File: src/rtl/seq_divider_pkg.sv
// Shared definitions for the sequential restoring divider.
//   state_t            FSM encoding: IDLE -> RUN -> FINISH -> IDLE
//   DIV_WIDTH          default operand/result width
//   DIV_ZERO_QUOTIENT  quotient reported when the divisor is zero
package seq_divider_pkg;

  localparam int DIV_WIDTH = 32;

  typedef enum logic [1:0] {
    ST_IDLE   = 2'd0,
    ST_RUN    = 2'd1,
    ST_FINISH = 2'd2
  } state_t;

  localparam logic [DIV_WIDTH-1:0] DIV_ZERO_QUOTIENT = 32'hFFFF_FFFF;

endpackage : seq_divider_pkg

File: src/rtl/seq_divider_sub_step.sv
// One restoring-division iteration, purely combinational.
// Ports:
//   rem       in   WIDTH  current partial remainder
//   shift_in  in   1      next dividend bit (MSB of the quotient shift register)
//   divisor   in   WIDTH  divisor magnitude
//   rem_next  out  WIDTH  partial remainder after this step
//   q_bit     out  1      quotient bit produced by this step
module seq_divider_sub_step #(
  parameter int WIDTH = 32
) (
  input  logic [WIDTH-1:0] rem,
  input  logic             shift_in,
  input  logic [WIDTH-1:0] divisor,
  output logic [WIDTH-1:0] rem_next,
  output logic             q_bit
);

  logic [WIDTH:0] shifted;
  logic [WIDTH:0] trial;

  // The shifted remainder can reach WIDTH+1 bits, so the subtract is one bit
  // wider than the operands; bit WIDTH of the result is the borrow.
  assign shifted  = {rem, shift_in};
  assign trial    = shifted - {1'b0, divisor};
  assign q_bit    = ~trial[WIDTH];
  // On a borrow the shifted value is below the divisor, so its top bit is 0
  // and dropping it loses nothing.
  assign rem_next = q_bit ? trial[WIDTH-1:0] : shifted[WIDTH-1:0];

endmodule : seq_divider_sub_step

File: src/rtl/seq_divider.sv
// Multi-cycle restoring divider (DIV/DIVU -> HI/LO).
// One trial subtraction per cycle, WIDTH iterations, then a sign fix-up cycle.
// Ports:
//   clk          in   1      rising-edge clock
//   rst          in   1      asynchronous active-high reset
//   start        in   1      request a division (honoured only when idle)
//   div_signed   in   1      1 = signed (DIV), 0 = unsigned (DIVU)
//   dividend     in   WIDTH  sampled with start
//   divisor      in   WIDTH  sampled with start
//   busy         out  1      division in progress
//   done         out  1      one-cycle pulse, results valid in that cycle
//   quotient     out  WIDTH  LO result, held until the next completion
//   remainder    out  WIDTH  HI result, held until the next completion
//   div_by_zero  out  1      divisor was zero, held with the results
module seq_divider
  import seq_divider_pkg::*;
#(
  parameter int WIDTH = DIV_WIDTH
) (
  input  logic             clk,
  input  logic             rst,
  input  logic             start,
  input  logic             div_signed,
  input  logic [WIDTH-1:0] dividend,
  input  logic [WIDTH-1:0] divisor,
  output logic             busy,
  output logic             done,
  output logic [WIDTH-1:0] quotient,
  output logic [WIDTH-1:0] remainder,
  output logic             div_by_zero
);

  localparam int CNT_W = $clog2(WIDTH);
  localparam logic [CNT_W-1:0] LAST_COUNT = CNT_W'(WIDTH - 1);

  state_t             state;
  state_t             state_next;
  logic [CNT_W-1:0]   count;
  logic [WIDTH-1:0]   rem_q;      // partial remainder
  logic [WIDTH-1:0]   quo_q;      // dividend bits shift out, quotient bits shift in
  logic [WIDTH-1:0]   divisor_q;  // divisor magnitude
  logic               neg_quot;
  logic               neg_rem;
  logic               zero_div_q;

  logic [WIDTH-1:0]   rem_next;
  logic               q_bit;

  logic               dividend_neg;
  logic               divisor_neg;

  assign dividend_neg = div_signed & dividend[WIDTH-1];
  assign divisor_neg  = div_signed & divisor[WIDTH-1];

  seq_divider_sub_step #(.WIDTH(WIDTH)) u_step (
    .rem      (rem_q),
    .shift_in (quo_q[WIDTH-1]),
    .divisor  (divisor_q),
    .rem_next (rem_next),
    .q_bit    (q_bit)
  );

  // NOTE: sequential state is updated with non-blocking assignments so every
  // register samples pre-edge values regardless of statement order.
  always_ff @(posedge clk or posedge rst) begin
    if (rst) state <= ST_IDLE;
    else     state <= state_next;
  end

  // NOTE: state_next gets a default before the case so no path leaves it
  // unassigned, which would otherwise infer a latch.
  always_comb begin
    state_next = state;
    unique case (state)
      ST_IDLE:   if (start) state_next = ST_RUN;
      ST_RUN:    if (count == LAST_COUNT) state_next = ST_FINISH;
      ST_FINISH: state_next = ST_IDLE;
      default:   state_next = ST_IDLE;
    endcase
  end

  always_ff @(posedge clk or posedge rst) begin
    if (rst) begin
      count       <= '0;
      rem_q       <= '0;
      quo_q       <= '0;
      divisor_q   <= '0;
      neg_quot    <= 1'b0;
      neg_rem     <= 1'b0;
      zero_div_q  <= 1'b0;
      busy        <= 1'b0;
      done        <= 1'b0;
      quotient    <= '0;
      remainder   <= '0;
      div_by_zero <= 1'b0;
    end else begin
      done <= 1'b0;
      unique case (state)
        ST_IDLE: begin
          if (start) begin
            // The magnitude of the most negative value is itself when read
            // as unsigned, so no extra width is needed.
            quo_q      <= dividend_neg ? -dividend : dividend;
            divisor_q  <= divisor_neg  ? -divisor  : divisor;
            neg_quot   <= dividend_neg ^ divisor_neg;
            neg_rem    <= dividend_neg;
            zero_div_q <= (divisor == '0);
            rem_q      <= '0;
            count      <= '0;
            busy       <= 1'b1;
          end
        end
        ST_RUN: begin
          rem_q <= rem_next;
          quo_q <= {quo_q[WIDTH-2:0], q_bit};
          count <= count + 1'b1;
        end
        ST_FINISH: begin
          // With a zero divisor every step subtracts nothing, so rem_q ends up
          // as the dividend magnitude and the sign fix-up restores the raw
          // dividend; only the quotient needs overriding.
          if (zero_div_q)    quotient <= WIDTH'(DIV_ZERO_QUOTIENT);
          else if (neg_quot) quotient <= -quo_q;
          else               quotient <= quo_q;
          remainder   <= neg_rem ? -rem_q : rem_q;
          div_by_zero <= zero_div_q;
          done        <= 1'b1;
          busy        <= 1'b0;
        end
        default: ;
      endcase
    end
  end

endmodule : seq_divider

File: config.mk
export PLATFORM = sky130hd
export DESIGN_NAME = seq_divider
export DESIGN_NICKNAME = d
export VERILOG_FILES = /design/src/rtl/seq_divider_pkg.sv /design/src/rtl/seq_divider_sub_step.sv /design/src/rtl/seq_divider.sv
export SDC_FILE = /design/constraint.sdc
export NUM_CORES = 1
export LEC_CHECK = 0
export BUFFER_PORTS_ARGS = -buffer_cell sky130_fd_sc_hd__buf_2
export CAP_MARGIN = 10
export CORE_MARGIN = 4
export CORE_UTILIZATION = 60
export CTS_BUF_LIST = sky130_fd_sc_hd__clkbuf_8 sky130_fd_sc_hd__clkbuf_16
export CTS_CLUSTER_SIZE = 20
export DETAILED_ROUTE_END_ITERATION = 12
export PLACE_DENSITY = 0.88
export SLEW_MARGIN = 20
export SYNTH_ARGS = -nofsm -noshare
export SYNTH_HDL_FRONTEND = slang
export SYNTH_SLANG_ARGS = --single-unit
File: constraint.sdc
create_clock -name clk -period 7.9 [get_ports clk]
set_clock_uncertainty 0.05 [all_clocks]
set_input_delay 0.79 -clock clk [delete_from_list [all_inputs] [get_ports clk]]
set_output_delay 0.79 -clock clk [all_outputs]
set_load 0.01 [all_outputs]
Yosys cells after proc, flatten, opt, wreduce, memory -nomap -nowiden:

Cells that the tools add are included.
Widths: inputs -> output; s select.

* bits in registers: 173
* logic and storage cells: 54
* bits in read-only memories: 0
* output and inout port bits: 67
* input port bits: 68
* latch bits: 0
* memory bits (writable): 0
* memories: 0

* div/mod/pow operators: 0
* shifts and indexed selects: 0
* bitwise gates (word level): 4
* add/sub/neg operators: 6
* order comparisons: 0
* muxes and demuxes: 18
* equality and inequality tests: 5
* multiply operators: 0
* reductions and logical operators: 8

Operator list (number)
* $mux 32: 8
* $neg 32->32: 4
* $pmux 32 s2: 2
* $sub 33x32->33: 1
* $logic_not 32->1: 1
* $pmux 5 s2: 1
* $reduce_and 2->1: 4
* $add 5x1->5 const B: 1
* $eq 5x5->1 const B: 1
* $mux 5: 1
* $mux 2: 2
* $ne 2x2->1 const B: 2
* $pmux 2 s2: 1
* $reduce_bool 2->1: 2
* $and 1x1->1: 2
* $eq 2x1->1 const B: 1
* $eq 2x2->1 const B: 1
* $logic_not 2->1: 1
* $mux 1: 2
* $pmux 1 s2: 1
* $not 1->1: 1
* $xor 1x1->1: 1

Longest topological paths before layout:

* depth after elaboration: 4
* gate-level depth with buffers: 13
* gate-level depth less buffers: 12

By module:

From an unflattened synthesis, not the netlist that was laid out.

* cells, all modules: 1305
* area, all modules: 11623.6 sq um

By module, submodules not included
* seq_divider: cells each 996, times used 1, seq. area each 4329.2 sq um, area an instance 9306.4 sq um
* seq_divider_sub_step: cells each 309, times used 1, seq. area each 0.0 sq um, area an instance 2317.2 sq um

Least setup slack after synthesis:

No wires, ideal clock.

* kind: flip-flop to flip-flop
* start: register quo_q[31]
* end: register rem_q[28]
* path buffers: 1
* clock period less this slack: 3.123 ns
* stages on the path, launching flop included: 13
* arrival time: 2.952 ns
* setup time: 0.121 ns
* data required time: 7.729 ns
* path slack: 4.777 ns
* cell sequence: dfrtp_1 > inv_1 > ha_1 > fa_1 > nor2b_1 > o2111ai_1 > nand3_1 > nand4_1 > a21o_1 > a211oi_1 > clkbuf_1 > a31oi_1 > a22o_1

* cells in the longest elaborated chain, start to end: 3

Ends and longest elaborated chain
* start, declared: RTL line seq_divider.sv:40 `logic [WIDTH-1:0] quo_q;`
* start signal, assigned: RTL line seq_divider.sv:103 `quo_q <= dividend_neg ? -dividend : dividend;`
* start signal, assigned: RTL line seq_divider.sv:115 `quo_q <= {quo_q[WIDTH-2:0], q_bit};`
* $sub 33x32->33: RTL line seq_divider_sub_step.sv:24 `assign trial = shifted - {1'b0, divisor};`
* $mux 32: RTL line seq_divider_sub_step.sv:28 `assign rem_next = q_bit ? trial[WIDTH-1:0] : shifted[WIDTH-1:0];`
* $pmux 32 s2: RTL line seq_divider.sv:98 `unique case (state)`
* end signal, assigned: RTL line seq_divider.sv:114 `rem_q <= rem_next;`
* end, declared: RTL line seq_divider.sv:39 `logic [WIDTH-1:0] rem_q;`

No other way between the ends.
A chain may end at the register's enable or synchronous reset.

Worst setup path in the final report:

* start: register quo_q[31]
* end: register rem_q[31]

Same word-level chain as after synthesis.

==> impl_metrics.env <==
export IMPL_cp_required_ns=8.23
export IMPL_max_stage_delay_ns=0.61
export IMPL_core_area_um2=17960
export IMPL_worst_endpoint_arrival_ns=4.19
export IMPL_ys_top_cells_by_area="sky130_fd_sc_hd__dfrtp_1 39%, sky130_fd_sc_hd__o21ai_0 7.7%, sky130_fd_sc_hd__xor2_1 6.9%"
export IMPL_finish_net_count=1495
export IMPL_hold_ws_ns=0.4217
export IMPL_cp_common_cell="sky130_fd_sc_hd__o2111ai_1"
export IMPL_post_synth_most_frequent_cells="173 x sky130_fd_sc_hd__dfrtp_1, 168 x sky130_fd_sc_hd__o21ai_0, 166 x sky130_fd_sc_hd__nand2_1"
export IMPL_cts_tree="built"
export IMPL_grt_max_degree=109
export IMPL_outcome="completed"
export IMPL_clk_buf_depth=2
export IMPL_asyncSetResetFlopFracSynth=1.000
export IMPL_tritoncts_buffer_count=17
export IMPL_drt_total_wl_um=28660
export IMPL_num_io_pins=135
export IMPL_detail_route_wl_per_cell_um=17.58
export IMPL_synthFlopType="sky130_fd_sc_hd__dfrtp_1"
export IMPL_grt_busiest_layer="met1"
export IMPL_global_route_usage_total=0.2818
export IMPL_crit_slowest_cell="sky130_fd_sc_hd__a211oi_4"
export IMPL_layout_cells_non_filler=1630
export IMPL_number_of_enable_flip_flop_cells_after_synthesis=0
export IMPL_die_footprint_um2=20490
export IMPL_die_h_um=143.2
export IMPL_report_final_setup_viol=0
export IMPL_clock_sinks=173
export IMPL_grt_pass1_vias=9231
export IMPL_final_setup_tns_ns=0
export IMPL_cp_cell_sequence="inv_1, ha_1, fa_1, nor2b_1, o2111ai_1, nand3_1, nand4_1, a21o_1, a211oi_4, buf_4, o2111ai_1, o2111ai_1, a22o_1"
export IMPL_critical_path_reg2reg_startpoint="quo_q[31]"
export IMPL_std_cell_rows=49
export IMPL_netlist_cell_type_count=58
export IMPL_worst_hold_startpoint="remainder[3]"
export IMPL_fmax_mhz=258.8
export IMPL_dpl_cell_count=1598
export IMPL_fillerInstances=1422
export IMPL_setup_repair_after_global_routing_missed_its_margin="no"
export IMPL_worst_path_dominant_cell_family="compound AO/OA/AOI/OAI gates"
export IMPL_cp_buffers_inverters=2
export IMPL_clk_latency_ns=0.44
export IMPL_critPathKind="reg -> reg"
export IMPL_drt_pass1_iter_count=6
export IMPL_drive_gt1_frac=0.1356
export IMPL_num_antenna_cells=0
export IMPL_slew_headroom=0.2479
export IMPL_worst_r2r_setup_slack_ns=4.04
export IMPL_place_gp_congestion=0.9212
export IMPL_synthMostInstantiatedCell="sky130_fd_sc_hd__dfrtp_1"
export IMPL_ff2ff_path_depth=13
export IMPL_fin_crit_ns=3.864
export IMPL_synth_top_cell_area_share=0.3950
export IMPL_io_buffer_count=134
export IMPL_cts_resized=0
export IMPL_power_density_cell_area_nw_per_um2=475.8
export IMPL_net_count_synth=1400
export IMPL_post_cts_hold_buffer_count=0
export IMPL_grtUsageMet1=0.4264
export IMPL_post_route_antenna_net_violation_count=0
export IMPL_use_met3=0.05660
export IMPL_place_detailed_hpwl_um=20820
export IMPL_ys_warn_count=0
export IMPL_finalCritPeriodShare=0.4891
export IMPL_globalRouteMet2Util=0.4092
export IMPL_grt_pass1_wl_um=46350
export IMPL_postSynthCellCount=1293
export IMPL_synth_avg_cell_area_um2=8.477
export IMPL_preCtsSetupSlack_ns=4.137
export IMPL_whs_path_cells=2
export IMPL_drv_slew=0
export IMPL_worst_max_slew_pin_slew_ns=1.128
export IMPL_postSynthRegisterBits=173
export IMPL_grt_antenna_before_repair=0
export IMPL_post_route_drc_count=0
export IMPL_cts_root_buf="sky130_fd_sc_hd__clkbuf_16"
export IMPL_max_cap_violations=0
export IMPL_number_of_hold_slack_violations_in_the_final_timing_report=0
export IMPL_critical_path_reg2reg_endpoint="rem_q[31]"
export IMPL_detail_route_vias_per_cell=6.048
export IMPL_yosys_area_top_type="sky130_fd_sc_hd__dfrtp_1"
export IMPL_detailedRoute_firstIterationViolations=1002
export IMPL_global_route_overflow_total=0
export IMPL_setup_worst_path_start_class="flop"
export IMPL_post_synth_design_cell_area_um2=10960
export IMPL_vdd_ir_drop_max_v=0.0003111
export IMPL_chipWidth_um=143.2
export IMPL_leakage_uw=0.005499
export IMPL_cts_htree_levels=4
export IMPL_whs_endpoint="remainder[3]"
export IMPL_synth_yosys_seq_area_share=0.3950
export IMPL_num_vias=9858
export IMPL_post_cts_setup_buffers=0
export IMPL_initial_utilization=0.6102
export IMPL_hp_class="reg -> reg"
export IMPL_worst_setup_hold_path_clk_slew_ns=0.07
export IMPL_synthToLayoutAreaGrowth_pct=12.55
export IMPL_crit_path_max_fanout=32
export IMPL_post_route_worst_setup_slack_ns=4.036
export IMPL_setup_worst_path_end_class="flop"
-- layer usage --
layer | vias to the layer above | routed length (um) | share of wire
met2 | 454 | 12410 | 0.43
met4 | 0 | 623 | 0.022
li1 | 4753 | - | -
met5 | - | 0 | 0
met3 | 47 | 2521 | 0.088
met1 | 4604 | 13100 | 0.46
-- per-stage QoR --
step                total power, uW  utilization  cell area (um2)
floorplan                      4077            -            10960
global placement               4816       0.6540            11750
detailed placement             4937       0.6540            11750
CTS                            5806       0.6863            12330
global route                   6298       0.6867            12340
finish                         5869       0.6867            12340
-- cells by family after synthesis --
kind of cell,after synthesis,synth area share
compound gates,394,0.2148
xor+xnor,144,0.1151
fa+ha+maj,39,0.04521
buf+inv,124,0.04258
flops,173,0.3950
mux,23,0.02100
simple gates,396,0.1663
-- registers in the layout (all words and copies together) (netlist names), 2 cells and up --
name / count
quotient: 32
remainder: 32
count: 5
quo_q: 32
divisor_q: 32
rem_q: 32
state: 2
-- report_power, final --
group | switching, uW | internal, uW
clock | 363 | 461
sequential | 476 | 1270
combinational | 1900 | 1400
total | 2740 | 3130
-- layout make-up --
| type | instances | area (um2) | area share |
|---|---|---|---|
| clock inverter | 12 | 112.6 | 0.009129 |
| clock buffer | 20 | 466.7 | 0.03783 |
| tap | 229 | 286.5 | 0.02323 |
| timing repair buffer | 140 | 715.7 | 0.05802 |
| inverter | 60 | 230.2 | 0.01866 |
| sequential | 173 | 4329 | 0.3509 |
| multi-input combinational | 996 | 6195 | 0.5022 |
-- worst max-delay path by stage --
stage | start | cells after the start | slack, ns | endpoint
2_1_floorplan | rst | 1 | 2.37 | busy
3_3_place_gp | quo_q[31] | 13 | 4.29 | rem_q[31]
3_5_place_dp | quo_q[31] | 12 | 4.14 | rem_q[25]
4_1_cts | quo_q[31] | 13 | 4.13 | rem_q[31]
5_1_grt | quo_q[31] | 12 | 3.81 | rem_q[11]
6_report | quo_q[31] | 13 | 4.04 | rem_q[31]
-- tightest hold or removal path: stages (launching register included) --
cell	delay [ns]
sky130_fd_sc_hd__dfrtp_1	0.34
sky130_fd_sc_hd__nand2_1	0.04
sky130_fd_sc_hd__o21ai_0	0.06
-- placed cells by master (no fill, tap or decap), drive strengths merged, types with 3 or more instances in the layout --
| cell | netlist | final |
|---|---|---|
| nor2b | 12 | 12 |
| o21ai | 171 | 171 |
| a21o | 12 | 12 |
| xor2 | 86 | 86 |
| nor4 | 13 | 13 |
| inv | 59 | 61 |
| and3 | 8 | 8 |
| ha | 38 | 38 |
| and2 | 14 | 14 |
| o21a | 3 | 3 |
| or4 | 9 | 9 |
| clkbuf | 58 | 20 |
| or2 | 5 | 5 |
| mux2i | 23 | 23 |
| nor2 | 98 | 98 |
| buf | 6 | 140 |
| a31o | 3 | 3 |
| nand4 | 11 | 11 |
| o41ai | 12 | 12 |
| xnor2 | 58 | 58 |
| a22oi | 27 | 27 |
| nand3 | 15 | 15 |
| o31ai | 23 | 23 |
| nand3b | 5 | 5 |
| a21oi | 96 | 96 |
| o221ai | 4 | 4 |
| nand2 | 166 | 166 |
| a221o | 3 | 3 |
| nor3 | 16 | 16 |
| nand2b | 8 | 8 |
| or3 | 9 | 9 |
| a22o | 7 | 7 |
| nor3b | 3 | 3 |
| dfrtp | 173 | 173 |
| a211oi | 4 | 4 |
| o2111ai | 4 | 4 |
| clkinv | 1 | 9 |
| a31oi | 8 | 8 |
| o21bai | 4 | 4 |
(Power assumes the default switching activity.)
